### src/rtl/vga_out_pkg.sv
// vga_out_pkg: shared types/constants for the VGA output stage (fade states, level range, RGB slices).
// Latency: n/a (declarations only).
// Backpressure: n/a.
package vga_out_pkg;

  typedef enum logic [1:0] {
    ST_IDLE     = 2'd0,
    ST_FADE_OUT = 2'd1,
    ST_HOLD     = 2'd2,
    ST_FADE_IN  = 2'd3
  } fade_state_e;

  localparam logic [3:0] LEVEL_MAX = 4'd15;
  localparam logic       SYNC_IDLE = 1'b1;

  // {R,G,B} nibble positions inside the 12-bit pixel word
  localparam int RGB_R_HI = 11;
  localparam int RGB_R_LO = 8;
  localparam int RGB_G_HI = 7;
  localparam int RGB_G_LO = 4;
  localparam int RGB_B_HI = 3;
  localparam int RGB_B_LO = 0;

  // Brightness scale: (c * (level+1)) >> 4; level 15 is identity, level 0 gives 0.
  function automatic logic [3:0] scale_chan(input logic [3:0] c, input logic [3:0] level);
    logic [4:0] mult;
    logic [8:0] prod;
    mult = {1'b0, level} + 5'd1;
    prod = {5'd0, c} * {4'd0, mult};
    return prod[7:4];
  endfunction

endpackage

### src/rtl/vga_output_stage_if.sv
// vga_output_stage_if: pixel/timing stream in and DAC pin bundle out.
// Latency: n/a (wiring only).
// Backpressure: none; the master drives every cycle, the slave always accepts.
interface vga_output_stage_if;
  logic [11:0] rgb_in;
  logic        hsync_in;
  logic        vsync_in;
  logic        display_active_in;
  logic [3:0]  red;
  logic [3:0]  green;
  logic [3:0]  blue;
  logic        hsync;
  logic        vsync;

  modport master (
    output rgb_in, hsync_in, vsync_in, display_active_in,
    input  red, green, blue, hsync, vsync
  );

  modport slave (
    input  rgb_in, hsync_in, vsync_in, display_active_in,
    output red, green, blue, hsync, vsync
  );
endinterface

### src/rtl/vga_sync_delay.sv
// vga_sync_delay: WIDTH-bit shift register, DEPTH stages, per-bit reset value.
// Latency: DEPTH cycles (DEPTH=0 is a wire).
// Backpressure: none; shifts every cycle.
module vga_sync_delay #(
  parameter int                WIDTH   = 3,
  parameter int                DEPTH   = 2,
  parameter logic [WIDTH-1:0]  RST_VAL = '0
) (
  input  logic             clk,
  input  logic             reset,
  input  logic [WIDTH-1:0] din,
  output logic [WIDTH-1:0] dout
);

  generate
    if (DEPTH == 0) begin : g_bypass
      logic unused_ok;
      assign unused_ok = clk ^ reset;
      assign dout      = din;
    end else begin : g_shift
      logic [WIDTH-1:0] stage_q [DEPTH];
      logic [WIDTH-1:0] stage_d [DEPTH];

      // next stage contents: new sample enters stage 0, everything else moves up one
      always_comb begin
        stage_d[0] = din;
        for (int i = 1; i < DEPTH; i++) begin
          stage_d[i] = stage_q[i-1];
        end
      end

      // stage registers, reset to the inactive timing values
      always_ff @(posedge clk) begin
        if (reset) begin
          for (int i = 0; i < DEPTH; i++) begin
            stage_q[i] <= RST_VAL;
          end
        end else begin
          for (int i = 0; i < DEPTH; i++) begin
            stage_q[i] <= stage_d[i];
          end
        end
      end

      assign dout = stage_q[DEPTH-1];
    end
  endgenerate

endmodule

### src/rtl/vga_output_stage.sv
// vga_output_stage: aligns syncs to renderer latency, blanks/scales RGB, fades across mode switches (VGA_OUT_FADE_EN).
// Latency: hsync/vsync SYNC_DELAY+1 cycles after input; rgb 1 cycle after rgb_in.
// Backpressure: none; free-running pixel stream, every cycle is consumed.
module vga_output_stage
  import vga_out_pkg::*;
#(
  parameter int SYNC_DELAY       = 2,
  parameter int FADE_STEP_FRAMES = 2
) (
  input  logic              video_clk,
  input  logic              reset,
  vga_output_stage_if.slave vif,
  input  logic              mode_request,
  output logic              display_mode,
  output logic              fade_busy
);

  logic [2:0]  tim_in;
  logic [2:0]  tim_dly;
  logic        act_d;
  logic        frame_tick;
  logic        hsync_q, hsync_d;
  logic        vsync_q, vsync_d;
  logic        vsync_prev_q, vsync_prev_d;
  logic [11:0] rgb_q, rgb_d;
  logic        display_mode_q, display_mode_d;
  logic        fade_busy_q, fade_busy_d;

  // bit order {active, vsync, hsync}; syncs idle high, active idles low
  assign tim_in = {vif.display_active_in, vif.vsync_in, vif.hsync_in};

  vga_sync_delay #(
    .WIDTH   (3),
    .DEPTH   (SYNC_DELAY),
    .RST_VAL ({1'b0, SYNC_IDLE, SYNC_IDLE})
  ) u_sync_delay (
    .clk   (video_clk),
    .reset (reset),
    .din   (tim_in),
    .dout  (tim_dly)
  );

  assign act_d      = tim_dly[2];
  // frame tick: falling edge of the undelayed vsync
  assign frame_tick = ~vif.vsync_in & vsync_prev_q;

`ifdef VGA_OUT_FADE_EN
  localparam logic [3:0] STEP_LAST = 4'(FADE_STEP_FRAMES - 1);

  fade_state_e state_q, state_d;
  logic [3:0]  level_q, level_d;
  logic [3:0]  step_q, step_d;
  logic [3:0]  level_dn, level_up;

  // saturating neighbours of the current level
  assign level_dn = (level_q == 4'd0)      ? 4'd0      : level_q - 4'd1;
  assign level_up = (level_q == LEVEL_MAX) ? LEVEL_MAX : level_q + 4'd1;
`endif

  // pixel path next values: delayed syncs, blanked and scaled colour
  always_comb begin
    hsync_d      = tim_dly[0];
    vsync_d      = tim_dly[1];
    vsync_prev_d = vif.vsync_in;
    rgb_d        = '0;
    if (act_d) begin
`ifdef VGA_OUT_FADE_EN
      rgb_d = {scale_chan(vif.rgb_in[RGB_R_HI:RGB_R_LO], level_q),
               scale_chan(vif.rgb_in[RGB_G_HI:RGB_G_LO], level_q),
               scale_chan(vif.rgb_in[RGB_B_HI:RGB_B_LO], level_q)};
`else
      rgb_d = vif.rgb_in;
`endif
    end
  end

  // pixel path output registers
  always_ff @(posedge video_clk) begin
    if (reset) begin
      hsync_q      <= SYNC_IDLE;
      vsync_q      <= SYNC_IDLE;
      vsync_prev_q <= SYNC_IDLE;
      rgb_q        <= '0;
    end else begin
      hsync_q      <= hsync_d;
      vsync_q      <= vsync_d;
      vsync_prev_q <= vsync_prev_d;
      rgb_q        <= rgb_d;
    end
  end

`ifdef VGA_OUT_FADE_EN
  // fade FSM next state: request mismatch checks every cycle, level steps only on frame ticks
  always_comb begin
    state_d        = state_q;
    level_d        = level_q;
    step_d         = step_q;
    display_mode_d = display_mode_q;
    case (state_q)
      ST_IDLE: begin
        if (mode_request != display_mode_q) begin
          state_d = ST_FADE_OUT;
          step_d  = '0;
        end
      end
      ST_FADE_OUT: begin
        if (mode_request == display_mode_q) begin
          state_d = ST_FADE_IN;
          step_d  = '0;
        end else if (frame_tick) begin
          if (step_q == STEP_LAST) begin
            step_d  = '0;
            level_d = level_dn;
            // screen is black: safe to flip the mux
            if (level_dn == 4'd0) begin
              display_mode_d = mode_request;
              state_d        = ST_HOLD;
            end
          end else begin
            step_d = step_q + 4'd1;
          end
        end
      end
      ST_HOLD: begin
        // one full tick at black so the new mode settles before showing
        if (frame_tick) begin
          state_d = ST_FADE_IN;
          step_d  = '0;
        end
      end
      ST_FADE_IN: begin
        if (mode_request != display_mode_q) begin
          state_d = ST_FADE_OUT;
          step_d  = '0;
        end else if (frame_tick) begin
          if (step_q == STEP_LAST) begin
            step_d  = '0;
            level_d = level_up;
            if (level_up == LEVEL_MAX) begin
              state_d = ST_IDLE;
            end
          end else begin
            step_d = step_q + 4'd1;
          end
        end
      end
      default: state_d = ST_IDLE;
    endcase
    fade_busy_d = (state_d != ST_IDLE);
  end

  // fade FSM registers
  always_ff @(posedge video_clk) begin
    if (reset) begin
      state_q        <= ST_IDLE;
      level_q        <= LEVEL_MAX;
      step_q         <= '0;
      display_mode_q <= 1'b0;
      fade_busy_q    <= 1'b0;
    end else begin
      state_q        <= state_d;
      level_q        <= level_d;
      step_q         <= step_d;
      display_mode_q <= display_mode_d;
      fade_busy_q    <= fade_busy_d;
    end
  end
`else
  // no fade: the mux flips on the first frame tick after a request mismatch
  always_comb begin
    display_mode_d = frame_tick ? mode_request : display_mode_q;
    fade_busy_d    = (mode_request != display_mode_d);
  end

  // mode registers
  always_ff @(posedge video_clk) begin
    if (reset) begin
      display_mode_q <= 1'b0;
      fade_busy_q    <= 1'b0;
    end else begin
      display_mode_q <= display_mode_d;
      fade_busy_q    <= fade_busy_d;
    end
  end
`endif

  assign vif.red      = rgb_q[RGB_R_HI:RGB_R_LO];
  assign vif.green    = rgb_q[RGB_G_HI:RGB_G_LO];
  assign vif.blue     = rgb_q[RGB_B_HI:RGB_B_LO];
  assign vif.hsync    = hsync_q;
  assign vif.vsync    = vsync_q;
  assign display_mode = display_mode_q;
  assign fade_busy    = fade_busy_q;

endmodule

### src/flat_wrapper.sv
// flat-port wrapper written by rule: the top's interface ports become plain ports
module vga_output_stage_flat import vga_out_pkg::*;
#(
  parameter int SYNC_DELAY       = 2,
  parameter int FADE_STEP_FRAMES = 2
)
  (video_clk, reset, mode_request, display_mode, fade_busy, vif_rgb_in, vif_hsync_in, vif_vsync_in, vif_display_active_in, vif_red, vif_green, vif_blue, vif_hsync, vif_vsync);
  vga_output_stage_if vif_i ();
  input  logic video_clk;
  input  logic reset;
  input  logic mode_request;
  output logic display_mode;
  output logic fade_busy;
  input wire logic [$bits(vif_i.rgb_in)-1:0] vif_rgb_in;
  input wire logic [$bits(vif_i.hsync_in)-1:0] vif_hsync_in;
  input wire logic [$bits(vif_i.vsync_in)-1:0] vif_vsync_in;
  input wire logic [$bits(vif_i.display_active_in)-1:0] vif_display_active_in;
  output wire logic [$bits(vif_i.red)-1:0] vif_red;
  output wire logic [$bits(vif_i.green)-1:0] vif_green;
  output wire logic [$bits(vif_i.blue)-1:0] vif_blue;
  output wire logic [$bits(vif_i.hsync)-1:0] vif_hsync;
  output wire logic [$bits(vif_i.vsync)-1:0] vif_vsync;
  assign vif_i.rgb_in = vif_rgb_in;
  assign vif_i.hsync_in = vif_hsync_in;
  assign vif_i.vsync_in = vif_vsync_in;
  assign vif_i.display_active_in = vif_display_active_in;
  assign vif_red = vif_i.red;
  assign vif_green = vif_i.green;
  assign vif_blue = vif_i.blue;
  assign vif_hsync = vif_i.hsync;
  assign vif_vsync = vif_i.vsync;
  vga_output_stage #(.SYNC_DELAY(SYNC_DELAY), .FADE_STEP_FRAMES(FADE_STEP_FRAMES)) u_core (.video_clk(video_clk), .reset(reset), .vif(vif_i), .mode_request(mode_request), .display_mode(display_mode), .fade_busy(fade_busy));
endmodule
### config.mk
export PLATFORM = sky130hd
export DESIGN_NAME = vga_output_stage_flat
export DESIGN_NICKNAME = d
export VERILOG_FILES = /design/src/rtl/vga_out_pkg.sv /design/src/rtl/vga_output_stage_if.sv /design/src/rtl/vga_sync_delay.sv /design/src/rtl/vga_output_stage.sv /design/src/flat_wrapper.sv
export SDC_FILE = /design/constraint.sdc
export NUM_CORES = 1
export LEC_CHECK = 0
export CELL_PAD_IN_SITES_DETAIL_PLACEMENT = 1
export CELL_PAD_IN_SITES_GLOBAL_PLACEMENT = 1
export CORE_UTILIZATION = 25
export DETAILED_ROUTE_END_ITERATION = 12
export PLACE_DENSITY_LB_ADDON = 0.1
export SETUP_SLACK_MARGIN = 0.15
export SLEW_MARGIN = 20
export SYNTH_ARGS = -nofsm -noshare
export SYNTH_HDL_FRONTEND = slang
export SYNTH_SLANG_ARGS = --single-unit
### constraint.sdc
create_clock -name video_clk -period 0.9 [get_ports video_clk]
set_input_delay 0.18 -clock video_clk [delete_from_list [all_inputs] [get_ports video_clk]]
set_output_delay 0.18 -clock video_clk [all_outputs]
set_load 0.01 [all_outputs]
==> metrics.txt <==
status=complete, but fails checks; failing checks=setup timing; DRT Wirelength=1.41 mm; GP Congestion=0.699; reg-to-reg endpoint=u_core.fade_busy; footprint of the multi-input gates=263 um^2; Worst setup SP type=flop; Vias=490; number of diodes=0; critical-path cell list=buf_6; worst r2r src=u_core.display_mode; M1 GR Usage=11.3%; Post-Synth XOR/XNOR Area=1.34%; Setup WS post-layout=-44.6 ps; Pwr Density=1620 nW/um^2; Synth Net Count=69; Synth Register Bits=22; post-route minimum period=945 ps; GR Util met3=2.87%; die area=2820 um^2; port bufs=33; first-pass GRT wire length=2.13 mm; Register Area=448 um^2; Rel. slew slack=84.9%; Flop pwr share=57.7%; Critical Path Slowest Stage Cell=dfxtp_2; Post-Synth Adder-Cell Area=0%; setup TNS=-465 ps; mapped cell area=653 um^2; Core ar.=2480 um^2; Worst Hold Endpoint=u_core.u_sync_delay.g_shift.stage_q[0][5]; # setup viols final=16; Global Route Usage Sum=11.4%; later-pin clock latency in the skew report=300 ps; post-route antenna net violation count=0; Crit Path Class=reg -> out; final net count=109; Worst Setup End Kind=output pin; wire per inst=11.8 um; CTS Hold Buffers Added=0; Warnings, synthesis=0; Initial Util=26.4%; antenna violations before repair=0; Pre-Repair DR Iteration Count=1; H-tree depth=1; CTS root buf=clkbuf_4; CP required=720 ps; mux contribution to synthesized area=0%; reg-to-reg slack, setup=10 ps; Hold Crit Depth=2; Clock Power Share=31.1%; reg2reg path depth=4; Synth area leader=dfxtp_1; Final period util=105%; DR vias/cell=4.08; Slew @ Worst Pin=226 ps; met2 usage=20.5%; most frequent cells in the layout=clkdlybuf4s50_1 (16), dfxtp_1 (16), and2_4 (12); layout cells sized above 1=55.6%; overall power=0.00176 W; Net Sw Power=0.000373 W; clock buffer depth=2; placement row count=18; Mean Syn Cell Area=12.8 um^2; DRC=0; Die Span X=53.1 um; unrepaired setup endpoints after global routing=true; crit-path max cell delay=350 ps; Layout fillers=282; clock skew=3.46 ps; busiest layer in global routing=met2; final core utilization=43.9%; DR iter-0 viols=0; largest net degree at the start of global routing=13; Die Height=53.1 um; CTS clk-pin slew, worst paths=120 ps; Fin. Hold Viols=0; TritonCTS Sinks=22; P_leak=0.470 nW; CP arrival=760 ps; largest family of logic cells by synthesized area=simple AND/OR/NAND/NOR gates; Synth area leaders=dfxtp_1 (67%), and2_2 (13%), or2_1 (4.8%), buf_6 (3.4%), nor2b_1 (2.9%); Yosys top cell area share=67.4%; CP Max Fanout=2; sw frac=21.2%; maximum vdd drop=795 uV; CP top delay family=flip-flops; Int Power=0.00138 W; Num CTS Buffers=3; min-delay src=reset; Synth cell types=13; Synth Area in Compound Gates=0.766%; CTS tree=yes; max_cap viols=0; Congestion Overflow GR=0; combinational share of power=11.3%; Post-Syn Instances=51; area growth from synthesis to layout=66.5%; # IOs=34; vias in the first global route=494; Post-Synth Simple-Gate Area=27.0%; Tightest Hold Check Type=in -> reg; max frequency=1060 MHz; max-slew violation count=0; crit path buf inv count=1; sequential share of the synthesized area=67.4%
## worst max path at each step
| stage | end | cells past startpoint | startpoint |
|---|---|---|---|
| after floorplan | u_core.rgb_q[0] | 3 | u_core.u_sync_delay.g_shift.stage_q[0][5] |
| after global placement | u_core.u_sync_delay.g_shift.stage_q[0][4] | 3 | reset |
| after detailed placement | u_core.u_sync_delay.g_shift.stage_q[0][4] | 3 | reset |
| after CTS | vif_green[2] | 1 | u_core.rgb_q[6] |
| after global routing | display_mode | 1 | u_core.display_mode |
| final | display_mode | 1 | u_core.display_mode |
## sequential cells by signal, indices dropped and copies added, names as in the netlist
register	flops
u_core.fade_busy	1
u_core.vif.vsync	1
u_core.u_sync_delay.g_shift.stage_q	6
u_core.display_mode	1
u_core.rgb_q	12
u_core.vif.hsync	1
## cell families (layout without fill, tap and decap cells)
kind of cell / Yosys count / in the layout
buf+inv: 2 / 40
flops: 22 / 22
xor+xnor: 1 / 1
simple gates: 25 / 26
compound gates: 1 / 1
## cell usage after synthesis
cell type / instances
and2_1: 1
and2_2: 11
buf_6: 2
dfxtp_1: 22
nand2b_1: 1
nand4bb_1: 1
nor2b_1: 3
nor2b_2: 1
nor3_1: 1
o21ai_1: 1
or2_1: 5
or2_2: 1
xnor2_1: 1
## repair_timing
item                       in CTS  in global routing
gates cloned                    1                  0
buffers inserted                0                  1
gates resized for setup        78                 11
setup endpoints to repair      36                 31
pin swaps                      10                  2
## stage by stage
| step | instances | setup slack (ps) | cell area, um^2 | hold WS [ps] |
|---|---|---|---|---|
| after floorplan | 51 | 137 | 669 | 277 |
| after global placement | 114 | -328 | 1030 | 390 |
| after detailed placement | 114 | -342 | 1030 | 394 |
| after CTS | 119 | -61.2 | 1040 | 324 |
| after global routing | 120 | -83.8 | 1090 | 121 |
| final | 120 | -44.6 | 1090 | 126 |
## power groups by stage
stage	combinational, W	sequential (W)	clock [W]
after detailed placement	0.000175	0.00103	0
after global placement	0.000172	0.00103	0
final	0.000198	0.00101	0.000546
after global routing	0.000214	0.00102	0.000603
after floorplan	0.0000465	0.00104	0
after CTS	0.000179	0.00101	0.000576
## metal layers
layer	wire length, um	share of wire [%]	vias up
li1	-	-	234
met1	512	36	232
met2	779	55	20
met3	92	6.5	4
met4	29	2.1	0
met5	0	0	-
## cell type report
type                    count  area share (%)
well taps                  30            3.45
flip-flops and latches     22            41.2
repair buffers             36            27.8
multi-input cells          28            24.2
clock buffers               4            3.34
Note: power is estimated with default switching activity, not from simulation.
